[src/rtl/tristate_bus_arbiter_if.sv]
// Request/ownership signals shared between the bus arbiter and its requesters.
// master: arbiter side; slave: requester side.
interface tristate_bus_arbiter_if #(
  parameter int unsigned NREQ = 4
) ();
  localparam int unsigned OW = $clog2(NREQ);

  logic [NREQ-1:0] req;
  logic [NREQ-1:0] grant;
  logic [NREQ-1:0] en;
  logic [OW-1:0]   owner;
  logic            bus_busy;

  modport master (input req, output grant, output en, output owner, output bus_busy);
  modport slave  (output req, input grant, input en, input owner, input bus_busy);
endinterface

[src/rtl/tristate_bus_arbiter.sv]
// Round-robin owner sequencer for a shared tristate bus: one-hot enables,
// capped burst length and a fixed all-off turnaround gap between owners.
module tristate_bus_arbiter #(
  parameter int unsigned NREQ       = 4,
  parameter int unsigned TURNAROUND = 1,
  parameter int unsigned MAX_BURST  = 4
) (
  input  logic                   clk,
  input  logic                   rst,
  tristate_bus_arbiter_if.master bus
);
  localparam int unsigned OW = $clog2(NREQ);
  localparam int unsigned BW = $clog2(MAX_BURST + 1);
  localparam int unsigned TW = $clog2(TURNAROUND + 1);

  typedef enum logic [1:0] {IDLE, DRIVE, TURN} state_e;

  state_e          state_q, state_d;
  logic [NREQ-1:0] grant_q, grant_d;
  logic [OW-1:0]   owner_q, owner_d;
  logic [OW-1:0]   ptr_q, ptr_d;
  logic [BW-1:0]   burst_q, burst_d;
  logic [TW-1:0]   turn_q, turn_d;

  logic            any_req_c;
  logic            release_c;
  logic            turn_done_c;
  logic [OW-1:0]   win_c;

  // First requester at or after p, wrapping modulo NREQ.
  function automatic logic [OW-1:0] rr_pick(input logic [NREQ-1:0] r, input logic [OW-1:0] p);
    logic [OW-1:0] w;
    logic          found;
    int unsigned   idx;
    w     = '0;
    found = 1'b0;
    for (int unsigned k = 0; k < NREQ; k++) begin
      idx = 32'(p) + k;
      if (idx >= NREQ) idx = idx - NREQ;
      if (!found && r[OW'(idx)]) begin
        found = 1'b1;
        w     = OW'(idx);
      end
    end
    return w;
  endfunction

  assign any_req_c   = |bus.req;
  assign release_c   = !bus.req[owner_q] || (burst_q == BW'(MAX_BURST));
  assign turn_done_c = (turn_q == TW'(TURNAROUND));
  assign win_c       = rr_pick(bus.req, ptr_q);

  // State and datapath registers.
  always_ff @(posedge clk or posedge rst) begin
    if (rst) begin
      state_q <= IDLE;
      grant_q <= '0;
      owner_q <= '0;
      ptr_q   <= '0;
      burst_q <= '0;
      turn_q  <= '0;
    end else begin
      state_q <= state_d;
      grant_q <= grant_d;
      owner_q <= owner_d;
      ptr_q   <= ptr_d;
      burst_q <= burst_d;
      turn_q  <= turn_d;
    end
  end

  // Next-state logic.
  always_comb begin
    state_d = state_q;
    case (state_q)
      IDLE:    if (any_req_c) state_d = DRIVE;
      DRIVE:   if (release_c) state_d = TURN;
      TURN:    if (turn_done_c) state_d = any_req_c ? DRIVE : IDLE;
      default: state_d = IDLE;
    endcase
  end

  // Grant, pointer and counter updates; non-owner requests are only looked at when arbitrating.
  always_comb begin
    grant_d = grant_q;
    owner_d = owner_q;
    ptr_d   = ptr_q;
    burst_d = burst_q;
    turn_d  = turn_q;
    case (state_q)
      IDLE: begin
        if (any_req_c) begin
          grant_d = NREQ'(1) << win_c;
          owner_d = win_c;
          burst_d = BW'(1);
        end
      end
      DRIVE: begin
        if (release_c) begin
          grant_d = '0;
          ptr_d   = (owner_q == OW'(NREQ - 1)) ? '0 : owner_q + OW'(1);
          turn_d  = TW'(1);
        end else begin
          burst_d = burst_q + BW'(1);
        end
      end
      TURN: begin
        if (!turn_done_c) begin
          turn_d = turn_q + TW'(1);
        end else begin
          turn_d = '0;
          if (any_req_c) begin
            grant_d = NREQ'(1) << win_c;
            owner_d = win_c;
            burst_d = BW'(1);
          end
        end
      end
      default: begin
        grant_d = '0;
      end
    endcase
  end

  assign bus.grant    = grant_q;
  assign bus.en       = grant_q;
  assign bus.owner    = owner_q;
  assign bus.bus_busy = (state_q != IDLE);
endmodule

[src/flat_wrapper.sv]
// flat-port wrapper written by rule: the top's interface ports become plain ports
module tristate_bus_arbiter_flat 
#(
  parameter int unsigned NREQ       = 4,
  parameter int unsigned TURNAROUND = 1,
  parameter int unsigned MAX_BURST  = 4
)
  (clk, rst, bus_req, bus_grant, bus_en, bus_owner, bus_bus_busy);
  tristate_bus_arbiter_if #(.NREQ(NREQ)) bus_i ();
  input  logic clk;
  input  logic rst;
  input wire logic [$bits(bus_i.req)-1:0] bus_req;
  output wire logic [$bits(bus_i.grant)-1:0] bus_grant;
  output wire logic [$bits(bus_i.en)-1:0] bus_en;
  output wire logic [$bits(bus_i.owner)-1:0] bus_owner;
  output wire logic [$bits(bus_i.bus_busy)-1:0] bus_bus_busy;
  assign bus_i.req = bus_req;
  assign bus_grant = bus_i.grant;
  assign bus_en = bus_i.en;
  assign bus_owner = bus_i.owner;
  assign bus_bus_busy = bus_i.bus_busy;
  tristate_bus_arbiter #(.NREQ(NREQ), .TURNAROUND(TURNAROUND), .MAX_BURST(MAX_BURST)) u_core (.clk(clk), .rst(rst), .bus(bus_i));
endmodule
[config.mk]
export PLATFORM = sky130hd
export DESIGN_NAME = tristate_bus_arbiter_flat
export DESIGN_NICKNAME = d
export VERILOG_FILES = /design/src/rtl/tristate_bus_arbiter_if.sv /design/src/rtl/tristate_bus_arbiter.sv /design/src/flat_wrapper.sv
export SDC_FILE = /design/constraint.sdc
export NUM_CORES = 1
export LEC_CHECK = 0
export BUFFER_PORTS_ARGS = -buffer_cell sky130_fd_sc_hd__buf_2
export CORE_ASPECT_RATIO = 1.4
export CORE_UTILIZATION = 45
export DETAILED_ROUTE_END_ITERATION = 10
export PLACE_DENSITY_LB_ADDON = 0.25
export SLEW_MARGIN = 40
export SYNTH_ARGS = -nofsm -noshare
export SYNTH_HDL_FRONTEND = slang
export SYNTH_SLANG_ARGS = --single-unit
[constraint.sdc]
create_clock -name clk -period 4.4 [get_ports clk]
set_input_delay 0.44 -clock clk [delete_from_list [all_inputs] [get_ports clk]]
set_output_delay 0.44 -clock clk [all_outputs]
set_load 0.01 [all_outputs]
* Word level (Yosys, flattened, before mapping)
Index checks and enable logic that the tools add are counted.
** Cells by class
- Shift-type cells :: 1
- Add/sub/neg operators :: 10
- Equal/unequal tests :: 8
- Reductions and logical operators :: 20
- Mux-type cells :: 41
- Order comparisons :: 9
** Operators with widths (number)
- $mux W2 :: 14
- $lt A2 B3 Y1 const B :: 5
- $mux W4 :: 3
- $pmux W4 S3 :: 1
- $mux W1 :: 11
- $bmux W1 S2 :: 5
- $ge A3 B3 Y1 const B :: 3
- $mux W3 :: 3
- $pmux W3 S3 :: 1
- $reduce_and A2 Y1 :: 4
- $sub A2 B1 Y2 const B :: 4
- $add A2 B2 Y3 const B :: 2
- $ne A2 B1 Y1 const B :: 3
- $pmux W2 S3 :: 1
- $reduce_and A3 Y1 :: 2
- $reduce_bool A2 Y1 :: 3
- $eq A2 B2 Y1 const B :: 2
- $logic_not A1 Y1 :: 4
- $pmux W2 S2 :: 1
- $reduce_or A4 Y1 :: 1
- $shl A1 B2 Y4 const A :: 1
- $add A2 B1 Y3 const B :: 1
- $add A3 B1 Y3 const B :: 1
- $eq A3 B3 Y1 const B :: 1
- 10 further kinds :: 12
** Word-level totals
- Input bits :: 6
- Logic and storage cells :: 95
- Register bits :: 14

* Longest topological paths before layout
Gate-level depths: netlist (run 1).
- Depth in word-level cells :: 18
- Depth in mapped cells :: 6
- Mapped depth without buffers :: 6

* Least setup slack after synthesis (run 1)
No wires, ideal clock.
- Path type :: flip-flop to flip-flop
- From :: register u_core.owner_q[1] (netlist: u_core.bus.owner[1])
- To :: register u_core.ptr_q[0]
- Arrival time :: 1.525 ns
- Cell stages (with the launch flop) :: 5
- Setup slack :: 2.750 ns
- Period minus slack after synthesis :: 1.650 ns
- Path through :: dfrtp_1 > mux2_2 > a22o_4 > nor3_4 > mux2_2
** Between the ends
- Cells in the longest elaborated chain, start to end :: 5
- Elaborated cells between the ends (all ways) :: 7
- Those cells by class :: eq/ne (1); mux (3); reduce/logical (3)
** RTL lines
- start, declared :: line tristate_bus_arbiter.sv:20 : logic [OW-1:0] owner_q, owner_d;
- start signal, assigned :: line tristate_bus_arbiter.sv:65 : owner_q <= owner_d;
- $bmux W1 S2 :: line tristate_bus_arbiter.sv:49 : assign release_c = !bus.req[owner_q] || (burst_q == BW'(MAX_BURST));
- $mux W1 (not written as such) :: line tristate_bus_arbiter.sv:49
- $logic_not A1 Y1 :: line tristate_bus_arbiter.sv:49
- $logic_or A1 B1 Y1 :: line tristate_bus_arbiter.sv:49
- $reduce_and A2 Y1 (no source line)
- end signal, assigned :: line tristate_bus_arbiter.sv:66 : ptr_q <= ptr_d;
- end, declared :: line tristate_bus_arbiter.sv:21 : logic [OW-1:0] ptr_q, ptr_d;
Several ways; a longest one is shown, not always the timed one. The select of a mux whose other input is x is not followed.
A chain may end at the register's enable or synchronous reset.

* Worst setup path in the final report (run 1)
- From :: register u_core.burst_q[0]
- To :: register u_core.ptr_q[0]
** Between the ends
- Cells in the longest elaborated chain, start to end :: 3
** RTL lines
- start, declared :: line tristate_bus_arbiter.sv:22 : logic [BW-1:0] burst_q, burst_d;
- start signal, assigned :: line tristate_bus_arbiter.sv:67 : burst_q <= burst_d;
- $eq A3 B3 Y1 :: line tristate_bus_arbiter.sv:49
- $logic_or A1 B1 Y1 :: line tristate_bus_arbiter.sv:49
- $reduce_and A2 Y1 (no source line)
Every way passes these cells.

==> results of run 1 <==
## power by group
part | switching, uW | internal [uW]
Combinational | 179 | 145
Clock | 45.6 | 50.5
Sequential | 64.4 | 185
## kinds of logic after synthesis
| kind of cell | share of synthesized area |
|---|---|
| AO/OA/AOI/OAI | 0.189 |
| multiplexers | 0.0866 |
| buffers and inverters | 0.0823 |
| adder cells (fa/ha/maj) | 0.0433 |
| AND/OR/NAND/NOR | 0.195 |
| flip-flops | 0.404 |
## how the worst max path moves through the flow
stage	start	end
global route	u_core.burst_q[0]	u_core.ptr_q[0]
detailed placement	bus_req[3]	u_core.ptr_q[1]
floorplan	u_core.bus.owner[1]	u_core.ptr_q[0]
finish	u_core.burst_q[0]	u_core.ptr_q[0]
global placement	bus_req[3]	u_core.ptr_q[0]
CTS	u_core.burst_q[0]	u_core.ptr_q[1]
## routing by layer
metal / share of wire / wire, microns / global-route usage / vias to the layer above
li1: - / - / - / 342
met1: 0.43 / 745 / 0.219 / 327
met2: 0.51 / 899 / 0.344 / 16
met3: 0.028 / 49 / 0.0248 / 5
met4: 0.031 / 55 / 0.138 / 0
met5: 0 / 0 / 0 / -
## synth_stat cells, types with 3 or more instances
master    number  share of area
dfrtp_1       14           0.40
ha_1           3          0.043
o21ai_0        3          0.017
a32oi_1        4          0.040
nand2_1        8          0.035
buf_4          4          0.035
o31ai_1        4          0.035
nand2b_1       4          0.029
nor2b_1        4          0.029
mux2i_1        3          0.035
mux2_2         4          0.052
inv_1          8          0.035
nor2_1         4          0.017
a21oi_1        6          0.035
## layout make-up
cell class / instances / area [sq um] / share of cell area
Clock buffer: 4 / 36.3 / 0.0375
Timing Repair Buffer: 16 / 80.1 / 0.0828
Multi-Input combinational cell: 62 / 445 / 0.461
Inverter: 8 / 30.0 / 0.0310
Tap cell: 20 / 25.0 / 0.0259
Sequential cell: 14 / 350 / 0.362
## state kept, by name (all words and copies together), names as in the netlist
signal	cells
u_core.bus.en	4
u_core.burst_q	3
u_core.bus.owner	2
u_core.ptr_q	2
u_core.state_q	2
u_core.turn_done_c	1
## cell usage in the layout (no fill, tap or decap), drive strengths merged, types with 6 or more instances in the layout
| cell type | n |
|---|---|
| inv | 8 |
| nand2 | 8 |
| a21oi | 6 |
| dfrtp | 14 |
| buf | 16 |
## stage by stage
step                      utilization  instance area [sq um]  hold slack, ns  power, uW
final                           0.544                    967           0.181        670
after global routing            0.544                    967           0.243        724
after CTS                       0.544                    967           0.197        673
after detailed placement        0.523                    931           0.486        578
after global placement          0.523                    931           0.476        567
after floorplan                     -                    867           0.329        503
==> flow_summary.ini, run 1 <==
[synthesis]
synth_area_sq_um = 867
yosysSeqAreaShare = 0.404
syn-num-nets = 98
synth-seq-cells = 14
syn_inst = 89
synthDistinctLibCells = 30
synth-edff-count = 0
ys.flop_type = dfrtp_1
ys_async_sr_fraction = 1.00
synth_warnings = 0
syn_avg_cell_area_sq_um = 9.74

[sta]
post-route-period-util = 0.388
grt_setup_unrepaired = false
slew_violations = 0
fin_ws_ns = 2.69
setup_viol = 0
timing.fmax_mhz = 586
finalSetupTns_ns = 0
worst_pin_slew_ns = 0.557
fin_skew_ns = 0.00644
max-slew-margin-rel = 0.628
hold_viol = 0
fin_crit_ns = 1.71

[cells_and_area]
diodes = 0
final_nets = 114
n_fill_cell = 177
fin_cells = 124
syn_to_final_growth_pct = 11.5
drive_gt1_frac = 0.279

[clocking]
cts_resized = 0
clk_pin_slew_ns = 0.09
cts_buffers = 3
holdBufCountCts = 0
post_cts_buffers = 0
tritoncts = yes
cts_max_level = 1
clkLatencyLatePin_ns = 0.29
cts_root_buf = clkbuf_4
clockBufferDepth = 2
cts.sinks = 14

[floorplanning]
fp-row-count = 18
die_area_sq_um = 2110
fp.dieW_microns = 39.1
die-height_microns = 53.9
start_util = 0.487
io_pins = 17
core_sq_um = 1780

[worst_setup_path]
cpMaxStageDelayCell = dfrtp_1
worst-r2r-setup-slack_ns = 2.69
path_class = register to register
worstPathCellList = inv_1 > ha_1 > a21boi_0 > a22o_4 > nor3_4 > mux2_2
critPathTopFamily = compound AO/OA/AOI/OAI gates
endpoint_kind = register
critical-path-max-stage-delay_ns = 0.42
critPathLaunchType = register
reg2reg_from = u_core.burst_q[0]
cp_max_fo = 8
worst-path-buf-inv = 1
crit_cells = 6
timing.rr.end = u_core.ptr_q[0]
ff2ff_path_depth = 6
required_ns = 4.59
crit_arrival_ns = 1.89

[global_routing]
overflow = 0
antenna_found_initial = 0
track_usage = 0.200
first_global_vias = 645
grt_pass1_wl_microns = 2790
grt_start_max_net_pins = 15

[detailed_routing]
wl_microns = 1750
vias_per_cell = 5.56
drtAntennaViolNets = 0
drt_iter0_drc = 8
dr.pass1.iters = 4
route.detailed.drc = 0
vias = 690
wire_per_inst_microns = 14.1

[power_and_ir_drop]
vdd_drop_max_v = 0.000325
p_per_area_nw_per_um2 = 693
leakage_uw = 0.000493

[place]
dp_hpwl_microns = 1330
dp.cells = 120
preCtsSetupSlack_ns = 2.64
io_buffer_count = 16
place.gp.congestion = 0.680

[worst_hold_path]
holdCritPathClass = input port to async pin

[outcome]
run_status = finished clean

[flow_run]
drv_cap = 0
No activity file was read; power rests on OpenSTA's default activity.
==> run 2: changes to the inputs <==
- ABC_AREA: default -> 1
- clock period: 4.4 -> 1.5 ns (I/O delays scaled with it)
==> run 2 against run 1 <==
Against the previous run:
- the run now ends with negative setup slack left
- sequential power rose to 2.8 times the previous value
- global-route usage down 0.12 points
- critical path depth up 5
- worst hold slack better by 0.27 ns
- clock skew down 0.0054 ns
- first-iteration DRC count rose to 2.8 times the previous value
- wire length up 39%
- clock power rose to 2.7 times the previous value
- synthesized cell count up 70%
- design area up 46%
==> flow_summary.ini, run 2 <==
[outcome]
run_status = finished, violations left
violations = negative setup slack

[synthesis]
synth_top_area_frac = 0.330
syn-num-nets = 160
ys_async_sr_fraction = 1.00
ys.flop_type = dfrtp_1
synth_commonest_cells = nand2_1 (52), inv_1 (16), dfrtp_1 (14), nand2_2 (14), nand3_1 (12)
synth-seq-cells = 14
yosysSeqAreaShare = 0.330
synth_area_leader_cell = dfrtp_1
syn_inst = 151
yosysMostFrequentCell = nand2_1
synth_warnings = 0
synth_area_sq_um = 1060
synth_area_leaders = dfrtp_1 (33%), nand2_1 (18%), nand2_2 (8.3%)
synth-edff-count = 0
synthDistinctLibCells = 22
syn_avg_cell_area_sq_um = 7.03

[power_and_ir_drop]
power.internal_uw = 1610
p_switching_uw = 1570
power_frac_seq = 0.217
total_power_uw = 3180
vdd_drop_max_v = 0.00106
leakage_uw = 0.000811
combPwrFrac = 0.700
p_per_area_nw_per_um2 = 2260
pwr-share-clk = 0.083
switching_share = 0.495

[worst_setup_path]
crit_arrival_ns = 1.68
endpoint_kind = register
reg2reg_from = u_core.ptr_q[1]
worst-r2r-setup-slack_ns = -0.01
crit_start = u_core.ptr_q[1]
required_ns = 1.67
worst-path-buf-inv = 1
critPathTopFamily = simple AND/OR/NAND/NOR gates
critPathLaunchType = register
path_class = register to register
cpMaxStageDelayCell = dfrtp_1
path_common_cell = nand2_4
critical-path-max-stage-delay_ns = 0.39
worstPathCellList = buf_4 > nand2_1 > nand2_4 > nand2_4 > nand2_4 > nor2_8 > nand2_4 > nor2_4 > nor2_4 > nand3_1 > nand2_1
cp_max_fo = 4

[sta]
slew_violations = 0
whs_ns = 0.447
worst_pin_slew_ns = 0.522
fin_ws_ns = -0.0115
hold_viol = 0
grt_setup_unrepaired = true
max-slew-margin-rel = 0.651
setup_viol = 2
post-route-period-util = 1.01
timing.fmax_mhz = 662
fin_skew_ns = 0.00108
finalSetupTns_ns = -0.0120
fin_crit_ns = 1.51

[floorplanning]
fp.dieW_microns = 43.0
io_pins = 17
core_sq_um = 2200
start_util = 0.482
die_area_sq_um = 2560
die-height_microns = 59.5
fp-row-count = 20

[cells_and_area]
n_fill_cell = 196
ff_latch_area_sq_um = 352
largest_reg_flops = 4
final_common_cell = nand2_1
drive_gt1_frac = 0.403
multi_input_area_sq_um = 698
diodes = 0
syn_to_final_growth_pct = 32.9
layout_common_cells = nand2_1 (44), buf_2 (16), inv_1 (15)
fin_cells = 203
final_nets = 191

[place]
dp_hpwl_microns = 1770
dp.cells = 191
place.gp.congestion = 0.866
io_buffer_count = 16

[detailed_routing]
route.detailed.drc = 0
dr.pass1.iters = 4
vias_per_cell = 5.12
drtAntennaViolNets = 0
wl_microns = 2430
vias = 1039
wire_per_inst_microns = 12.0
drt_iter0_drc = 22

[clocking]
cts_max_level = 1
tritoncts = yes
clockBufferDepth = 2
clk_pin_slew_ns = 0.08
cts_buffers = 3
cts.sinks = 14
clkLatencyLatePin_ns = 0.27
cts_root_buf = clkbuf_4

[global_routing]
overflow = 0
grt_start_max_net_pins = 15
first_global_vias = 996
grt_pass1_wl_microns = 3970
track_usage = 0.199
antenna_found_initial = 0

[flow_run]
drv_cap = 0

[worst_hold_path]
holdCritPathClass = input port to async pin
-- run 2: changes by cell type after synthesis, sizes merged, moves of 6 or more --
cell,previous run,this run
inv,8,19
nand2,8,69
nand3,2,13
nor2,4,10
-- run 2: worst register-to-register path, delay by kind of cell, from the launching register on --
family                 cells  cell delay [ns]
DFF                        1             0.39
and+or+nand+nor           10             0.85
buffers and inverters      1             0.17
-- run 2: cell type report --
cell class,count,area share
Clock buffer,4,0.0257
Inverter,19,0.0541
Sequential cell,14,0.249
Tap cell,22,0.0195
Timing Repair Buffer,31,0.156
Multi-Input combinational cell,113,0.495
-- run 2: power groups by stage --
stage / combinational (uW) / sequential, uW / clock [uW]
2_1_floorplan: 1330 / 699 / 0
3_3_place_gp: 1750 / 675 / 0
3_5_place_dp: 1800 / 684 / 0
4_1_cts: 1840 / 678 / 274
5_1_grt: 2490 / 720 / 287
6_report: 2230 / 691 / 263
-- run 2: per-layer routing --
| metal | global-route usage | vias up | share of wire |
|---|---|---|---|
| met5 | 0 | - | 0 |
| met4 | 0.0823 | 0 | 0.0099 |
| met3 | 0.0122 | 4 | 0.013 |
| met2 | 0.353 | 11 | 0.56 |
| met1 | 0.248 | 489 | 0.42 |
| li1 | - | 535 | - |
-- run 2: worst paths after layout --
check / cells after the start / to
min in group clk: 5 / u_core.burst_q[1]
worst min register to register: 2 / u_core.bus.en[3]
worst min-delay path: 3 / u_core.bus.en[2]
max in group asynchronous: 3 / u_core.ptr_q[0]
worst max register to register: 11 / u_core.bus.en[1]
worst max-delay path: 11 / u_core.bus.en[1]
-- run 2: per-stage QoR --
step                      setup slack, ns   util  area (sq um)
after global routing              -0.0975  0.640          1410
after detailed placement         -0.00804  0.536          1180
after floorplan                     0.129      -          1060
after CTS                        -0.00114  0.562          1240
final                             -0.0115  0.640          1410
after global placement             0.0107  0.536          1180
-- run 2: logic make-up (layout without fill, tap and decap cells) --
kind of cell | after synthesis | after routing | share of synthesized area
simple gates | 95 | 95 | 0.439
compound gates | 14 | 14 | 0.0814
xor+xnor | 1 | 1 | 0.00826
flops | 14 | 14 | 0.330
fa+ha+maj | 3 | 3 | 0.0354
buf+inv | 24 | 54 | 0.106
-- run 2: what timing repair did --
item / in CTS / in global routing
hold buffers: 1 / 0
gates resized for setup: 1 / 29
gates cloned: 0 / 1
hold endpoints to repair: 14 / 0
buffers inserted: 1 / 5
pin swaps: 0 / 17
endpoints found under the setup margin: 3 / 7
